<file path="config.mk">
export PLATFORM = sky130hd
export DESIGN_NAME = wishbone_manager
export DESIGN_NICKNAME = d
export VERILOG_FILES = /design/src/rtl/wbm_pkg.sv /design/src/rtl/wbm_timeout_counter.sv /design/src/rtl/wishbone_manager.sv
export SDC_FILE = /design/constraint.sdc
export NUM_CORES = 1
export LEC_CHECK = 0
export CORE_UTILIZATION = 43
export DETAILED_ROUTE_END_ITERATION = 8
export PLACE_DENSITY = 0.86
export SYNTH_ARGS = -nofsm -noshare
export SYNTH_HDL_FRONTEND = slang
export SYNTH_SLANG_ARGS = --single-unit
</file>
<file path="constraint.sdc">
create_clock -name wb_clk_i -period 2.5 [get_ports wb_clk_i]
set_input_delay 0.5 -clock wb_clk_i [delete_from_list [all_inputs] [get_ports wb_clk_i]]
set_output_delay 0.5 -clock wb_clk_i [all_outputs]
set_load 0.05 [all_outputs]
</file>
<file path="src/rtl/wbm_pkg.sv">
// Shared types and widths for the Wishbone classic single-beat manager.
package wbm_pkg;

  localparam int unsigned WB_ADR_W = 32;
  localparam int unsigned WB_DAT_W = 32;
  localparam int unsigned WB_SEL_W = 4;

  typedef enum logic [0:0] {
    WBM_IDLE,
    WBM_BUS
  } wbm_state_e;

endpackage

</file>
<file path="src/rtl/wbm_timeout_counter.sv">
// Bus-cycle watchdog: counts no-ack BUS cycles.
// Fires on the edge that completes the limit-th cycle.
module wbm_timeout_counter #(
  parameter int unsigned Width = 8
) (
  input  logic             clk,
  input  logic             rst_n,
  input  logic             clear,
  input  logic             enable,
  input  logic [Width-1:0] limit,
  output logic             expired
);

  logic [Width-1:0] count_q;

  always_ff @(posedge clk or negedge rst_n) begin
    if (!rst_n) begin
      count_q <= '0;
    end else if (clear) begin
      count_q <= '0;
    end else if (enable) begin
      count_q <= count_q + Width'(1);
    end
  end

  // The count reaches the limit on this edge.
  assign expired = enable && (count_q == limit - Width'(1));

endmodule

</file>
<file path="src/rtl/wishbone_manager.sv">
// Wishbone classic single-beat manager bridging a valid/ready request port to the bus.
// Optional bus watchdog enabled by defining WBM_TIMEOUT_EN.
module wishbone_manager
  import wbm_pkg::*;
#(
  parameter int unsigned TIMEOUT_CYCLES = 255
) (
  input  logic                wb_clk_i,
  input  logic                nrst,
  input  logic                cpu_req_valid,
  input  logic                cpu_req_we,
  input  logic [WB_ADR_W-1:0] cpu_req_adr,
  input  logic [WB_DAT_W-1:0] cpu_req_dat,
  input  logic [WB_SEL_W-1:0] cpu_req_sel,
  output logic                cpu_req_ready,
  output logic                cpu_rsp_valid,
  output logic [WB_DAT_W-1:0] cpu_rsp_dat,
  output logic                cpu_rsp_err,
  output logic                wbm_cyc_o,
  output logic                wbm_stb_o,
  output logic                wbm_we_o,
  output logic [WB_SEL_W-1:0] wbm_sel_o,
  output logic [WB_ADR_W-1:0] wbm_adr_o,
  output logic [WB_DAT_W-1:0] wbm_dat_o,
  input  logic                wbm_ack_i,
  input  logic [WB_DAT_W-1:0] wbm_dat_i
);

  wbm_state_e          state_q, state_d;
  logic                we_q, we_d;
  logic [WB_SEL_W-1:0] sel_q, sel_d;
  logic [WB_ADR_W-1:0] adr_q, adr_d;
  logic [WB_DAT_W-1:0] dat_q, dat_d;
  logic                rsp_valid_q, rsp_valid_d;
  logic [WB_DAT_W-1:0] rsp_dat_q, rsp_dat_d;
  logic                rsp_err_q, rsp_err_d;
  logic                timeout;

`ifdef WBM_TIMEOUT_EN
  localparam int unsigned CntW = $clog2(TIMEOUT_CYCLES + 1);

  wbm_timeout_counter #(
    .Width(CntW)
  ) u_timeout (
    .clk    (wb_clk_i),
    .rst_n  (nrst),
    .clear  (state_q == WBM_IDLE),
    .enable ((state_q == WBM_BUS) && !wbm_ack_i),
    .limit  (CntW'(TIMEOUT_CYCLES)),
    .expired(timeout)
  );
`else
  logic unused_timeout_param;
  assign unused_timeout_param = (TIMEOUT_CYCLES == 0);
  assign timeout = 1'b0;
`endif

  always_comb begin
    state_d     = state_q;
    we_d        = we_q;
    sel_d       = sel_q;
    adr_d       = adr_q;
    dat_d       = dat_q;
    rsp_valid_d = 1'b0;
    rsp_dat_d   = rsp_dat_q;
    rsp_err_d   = rsp_err_q;
    case (state_q)
      WBM_IDLE: begin
        if (cpu_req_valid) begin
          we_d    = cpu_req_we;
          sel_d   = cpu_req_sel;
          adr_d   = cpu_req_adr;
          dat_d   = cpu_req_dat;
          state_d = WBM_BUS;
        end
      end
      WBM_BUS: begin
        // Ack takes priority over a coincident timeout.
        if (wbm_ack_i) begin
          state_d     = WBM_IDLE;
          rsp_valid_d = 1'b1;
          rsp_dat_d   = we_q ? '0 : wbm_dat_i;
          rsp_err_d   = 1'b0;
        end else if (timeout) begin
          state_d     = WBM_IDLE;
          rsp_valid_d = 1'b1;
          rsp_dat_d   = '0;
          rsp_err_d   = 1'b1;
        end
      end
      default: state_d = WBM_IDLE;
    endcase
  end

  always_ff @(posedge wb_clk_i or negedge nrst) begin
    if (!nrst) begin
      state_q     <= WBM_IDLE;
      we_q        <= 1'b0;
      sel_q       <= '0;
      adr_q       <= '0;
      dat_q       <= '0;
      rsp_valid_q <= 1'b0;
      rsp_dat_q   <= '0;
      rsp_err_q   <= 1'b0;
    end else begin
      state_q     <= state_d;
      we_q        <= we_d;
      sel_q       <= sel_d;
      adr_q       <= adr_d;
      dat_q       <= dat_d;
      rsp_valid_q <= rsp_valid_d;
      rsp_dat_q   <= rsp_dat_d;
      rsp_err_q   <= rsp_err_d;
    end
  end

  // cyc/stb decode straight from state so an async reset drops them at once.
  assign cpu_req_ready = (state_q == WBM_IDLE);
  assign wbm_cyc_o     = (state_q == WBM_BUS);
  assign wbm_stb_o     = (state_q == WBM_BUS);
  assign wbm_we_o      = we_q;
  assign wbm_sel_o     = sel_q;
  assign wbm_adr_o     = adr_q;
  assign wbm_dat_o     = dat_q;
  assign cpu_rsp_valid = rsp_valid_q;
  assign cpu_rsp_dat   = rsp_dat_q;
  assign cpu_rsp_err   = rsp_err_q;

endmodule

</file>
== Yosys cells after proc, flatten, opt, wreduce, memory -nomap -nowiden ==
Cells that the tools add are included.
Word-level totals
  bits in registers: 103
Cells by class
  muxes and demuxes: 6
  bitwise gates (word level): 1
  reduce and logical (&&, ||, !) cells: 2
Operators with widths (number)
  32-bit two-way mux: 1
  1-bit two-way mux: 4
  2-bit AND reduction: 2
  1-bit one-hot mux with 2 select lines: 1
  1-bit inverter: 1

== Longest topological paths before layout ==
  depth in word-level cells: 2
  gate-level depth with buffers: 5

== Worst setup path after synthesis ==
No wires, ideal clock.
  path kind: reg-to-reg
  start: register state_q, in the netlist wbm_cyc_o
  end: register adr_q[17], in the netlist wbm_adr_o[17]
  period minus slack after synthesis: 1.609 ns
  library setup time: 0.125 ns
  setup slack: 0.891 ns
  arrival time: 1.484 ns
  stages on the path, launching flop included: 6
  path through: dfrtp_1 nor2b_1 buf_2 buf_6 buf_6 mux2_4
On the way
  longest elaborated chain between the ends: 2
Ends and longest elaborated chain
  start, declared: line wishbone_manager.sv:29  | wbm_state_e state_q, state_d;
  start signal, assigned: line wishbone_manager.sv:106  | state_q <= state_d;
  1-bit inverter
  2-bit AND reduction (no source line)
  end signal, assigned: line wishbone_manager.sv:109  | adr_q <= adr_d;
  end, declared: line wishbone_manager.sv:32  | logic [WB_ADR_W-1:0] adr_q, adr_d;
Every way passes these cells.
A chain may end at the register's enable or synchronous reset.

== Final worst setup path ==
  start: register state_q, in the netlist wbm_cyc_o
  end: output cpu_req_ready
On the way
  longest elaborated chain between the ends: 1
Ends and longest elaborated chain
  1-bit inverter
  end, declared: line wishbone_manager.sv:15  | output logic cpu_req_ready,
Every way passes these cells.

==> impl_summary.txt <==
----------------------------------------------------
[Status]
  Status ... finished clean

[Logic synthesis]
  Library cell occupying the most area in the post-synthesis netlist ... sky130_fd_sc_hd__dfrtp_1
  Average size of a mapped cell ... between 15 and 20 µm²
  Area contributors post-synth ... sky130_fd_sc_hd__dfrtp_1 (63%), sky130_fd_sc_hd__mux2_2 (25%), sky130_fd_sc_hd__nor2b_1 (4.1%)
  Distinct cell type count after synthesis ... 13
  Fraction of synthesized cell area taken by the top area cell type ... 0.6313
  Net count of the mapped netlist ... around 360
  Syn Inst Count ... between 200 and 300
  Area of the mapped netlist ... ~4100 µm²
  Number of warning messages in the yosys log ... 0
  Post-synthesis register bit count ... a little over 100
  Sequential fraction of the synthesis area ... 0.6313

[Worst setup path]
  Endpoint kind of the worst setup timing path ... output port
  CP max FO ... 6
  Kind of start point of the critical path ... flop
  Worst setup path start ... wbm_cyc_o
  Req. time, crit path ... ~2000 ps
  Path type of the worst setup path ... reg -> out
  Worst Path Arrival ... 1690 ps
  Beginning of the worst register-to-register path ... wbm_we_o

[Routing]
  DR vias ... ~2800
  Initial DRC Count ... 25
  Total wire length after detailed routing ... 9.923 mm
  Average via count per standard cell ... approximately 4.7
  Antenna-violating nets left ... 0
  Wire length per cell ... about 16 µm
  DRC violation count after routing ... 0
  Number of detailed-route iterations in the first pass ... 4

[Clocking]
  Clock-pin slew reported for the worst setup and hold paths after clock tree synthesis ... about 100 ps
  Hold-fix buffers at CTS ... 0
  Number of buffers inserted during clock tree synthesis ... 9
  CTS root buffer ... sky130_fd_sc_hd__clkbuf_8
  Number of H-tree branching levels ... 3
  Clock latency of the later-clocked register in the worst-skew pair ... ~350 ps
  TritonCTS clock tree ... built
  Maximum clock path buffer count ... 2
  CTS sink count ... ~100
  Post-CTS sizing ... 0
  Post-CTS setup buffer count ... 0

[Layout]
  Post-synthesis to final-layout area growth ... 60.74%
  Number of fill cells ... around 660
  Area of the multi-input gates ... about 1400 µm²
  Total inserted antenna cells ... 0
  Fin nets ... between 500 and 600
  Register area ... 2577 µm²
  Design Area, Final ... around 6600 µm²
  Highest-count cells in the layout ignoring fill and taps ... sky130_fd_sc_hd__clkdlybuf4s50_1 (207), sky130_fd_sc_hd__dfrtp_1 (103), sky130_fd_sc_hd__mux2_2 (91)
  Most common library cell in the layout ignoring fill and taps ... sky130_fd_sc_hd__clkdlybuf4s50_1
  Utilization of the core after routing ... 0.7102
  Non-filler cells in the finished layout ... roughly 600
  Proportion of layout cells with a drive suffix above 1 ... 0.2674

[STA]
  Slew Viols, Final ... 0
  Number of setup violations in the final report ... 0
  Endpoints failing hold ... 0
  Worst Tran Pin Value ... 557.9 ps
  Sum of negative setup slack ... 0 ps
  RSZ-0062 raised after global routing ... false
  Max Clk Rate ... approximately 460 MHz
  Final min period ... roughly 2200 ps
  Slew HR ... 0.6269
  Post-route clock period utilization ... 0.8772
  Worst hold slack ... between 100 and 150 ps
  Final worst-path setup slack ... 306.9 ps
  Worst Clk Skew ... 10.67 ps

[Power and ir drop]
  Combinational Power Share ... 0.505
  Leakage power figure ... roughly 2.8 nW
  Power Internal ... between 3 and 4 mW
  IR drop worst, VDD ... just over 0.0006 V
  Power per unit of standard cell area ... between 1000 and 1500 nW/µm²
  Power, Total ... about 6.8 mW
  Switching share of power ... 0.4279
  Net switching power figure ... between 2 and 3 mW
  Sequential group share of total power ... 0.346
  Clock network fraction of total power ... 0.149

[Place]
  Area after detailed placement ... roughly 6400 µm²
  Detailed-placement wirelength estimate ... about 7.6 mm
  DP Worst Slack ... 336.0 ps
  Number of placed instances with taps included ... between 500 and 600
  Port bufs ... 209
  Weighted congestion reported at the end of routability-driven placement ... 0.7303

[Floorplanning]
  Initial core utilization ... 0.4418
  Area enclosed by the die boundary ... ~10000 µm²
  Number of core rows ... 35
  Vert. Die Dim ... just under 100 µm
  Number of top-level design ports ... 211
  Core area ... between 9000 and 10000 µm²
  Die width ... ~99 µm

[Min path]
  Path category of the worst min-delay check ... in -> async

[Global routing]
  Wire length of the first global-routing pass ... about 16 mm
  Largest net degree at the start of global routing ... 43
  Overflow left after global routing ... 0
  Initial antenna violation count ... 0
  Global routing usage on met2 ... 0.3681
  GR met1 Demand/Resource ... 0.2410
  GR met3 Demand/Resource ... 0.05833
  Vias in the first global route ... 3180
  Highest-utilization routing layer at the global route stage ... met2
  GR Util All Layers ... 0.2070

[Flow run]
  Number of violations of the max-capacitance limit ... 0

----------------------------------------------------
-- layer usage --
metal / vias up / share of wire
met5: - / 0
li1: 1294 / -
met3: 15 / 0.075
met4: 0 / 0.018
met1: 1396 / 0.38
met2: 125 / 0.52
-- sequential cells by signal, summed over array words and instances (netlist names) --
name,flops
cpu_rsp_dat,32
wbm_we_o,1
wbm_cyc_o,1
cpu_rsp_valid,1
wbm_dat_o,32
wbm_sel_o,4
wbm_adr_o,32
-- synthesized netlist by cell type (all sizes together) --
| cell | number |
|---|---|
| conb | 1 |
| nand2 | 1 |
| and2b | 6 |
| inv | 2 |
| mux2 | 101 |
| o21a | 1 |
| buf | 13 |
| nor2b | 27 |
| clkbuf | 3 |
| dfrtp | 103 |
-- power groups by stage --
stage	clock network, mW	registers [mW]	logic, mW
after floorplan	0	3.92	0.616
after global placement	0	2.36	3.41
after detailed placement	0	2.39	3.45
after CTS	1.04	2.36	3.46
after global routing	1.10	2.41	3.56
final	1.01	2.35	3.44
-- worst paths after layout --
path                                    to  slack, ps  cells past startpoint
min reg2reg                cpu_rsp_dat[21]        510                      1
max in group asynchronous    wbm_adr_o[12]       1650                      2
min in group wb_clk_i      cpu_rsp_dat[21]        510                      1
max                          cpu_req_ready        310                      2
max reg2reg                cpu_rsp_dat[28]        910                      3
min                          wbm_adr_o[18]        130                      1
-- worst max-delay path, cell delays in order, from the launching register on --
cell and delay [ps]:
sky130_fd_sc_hd__dfrtp_1 470, sky130_fd_sc_hd__inv_1 80, sky130_fd_sc_hd__clkdlybuf4s50_1 800
-- cell families (layout without fill, tap and decap cells) --
| logic type | after synthesis | in the layout | share of synthesized area |
|---|---|---|---|
| AND/OR/NAND/NOR | 34 | 34 | 0.05332 |
| AO/OA/AOI/OAI | 1 | 1 | 0.001839 |
| other | 1 | 1 | 0.0009185 |
| buffers and inverters | 18 | 235 | 0.02482 |
| flip-flops | 103 | 103 | 0.6313 |
| multiplexers | 101 | 101 | 0.2878 |
-- layout make-up --
class                   instances  area share
multi-input cells             137      0.2151
well taps                     129     0.02459
repair buffers                218      0.3378
clock buffers                  10     0.01945
flip-flops and latches        103      0.3928
inverters                       2    0.001144
clock inverters                 5    0.009152
Power figures use the tool's default switching activity.
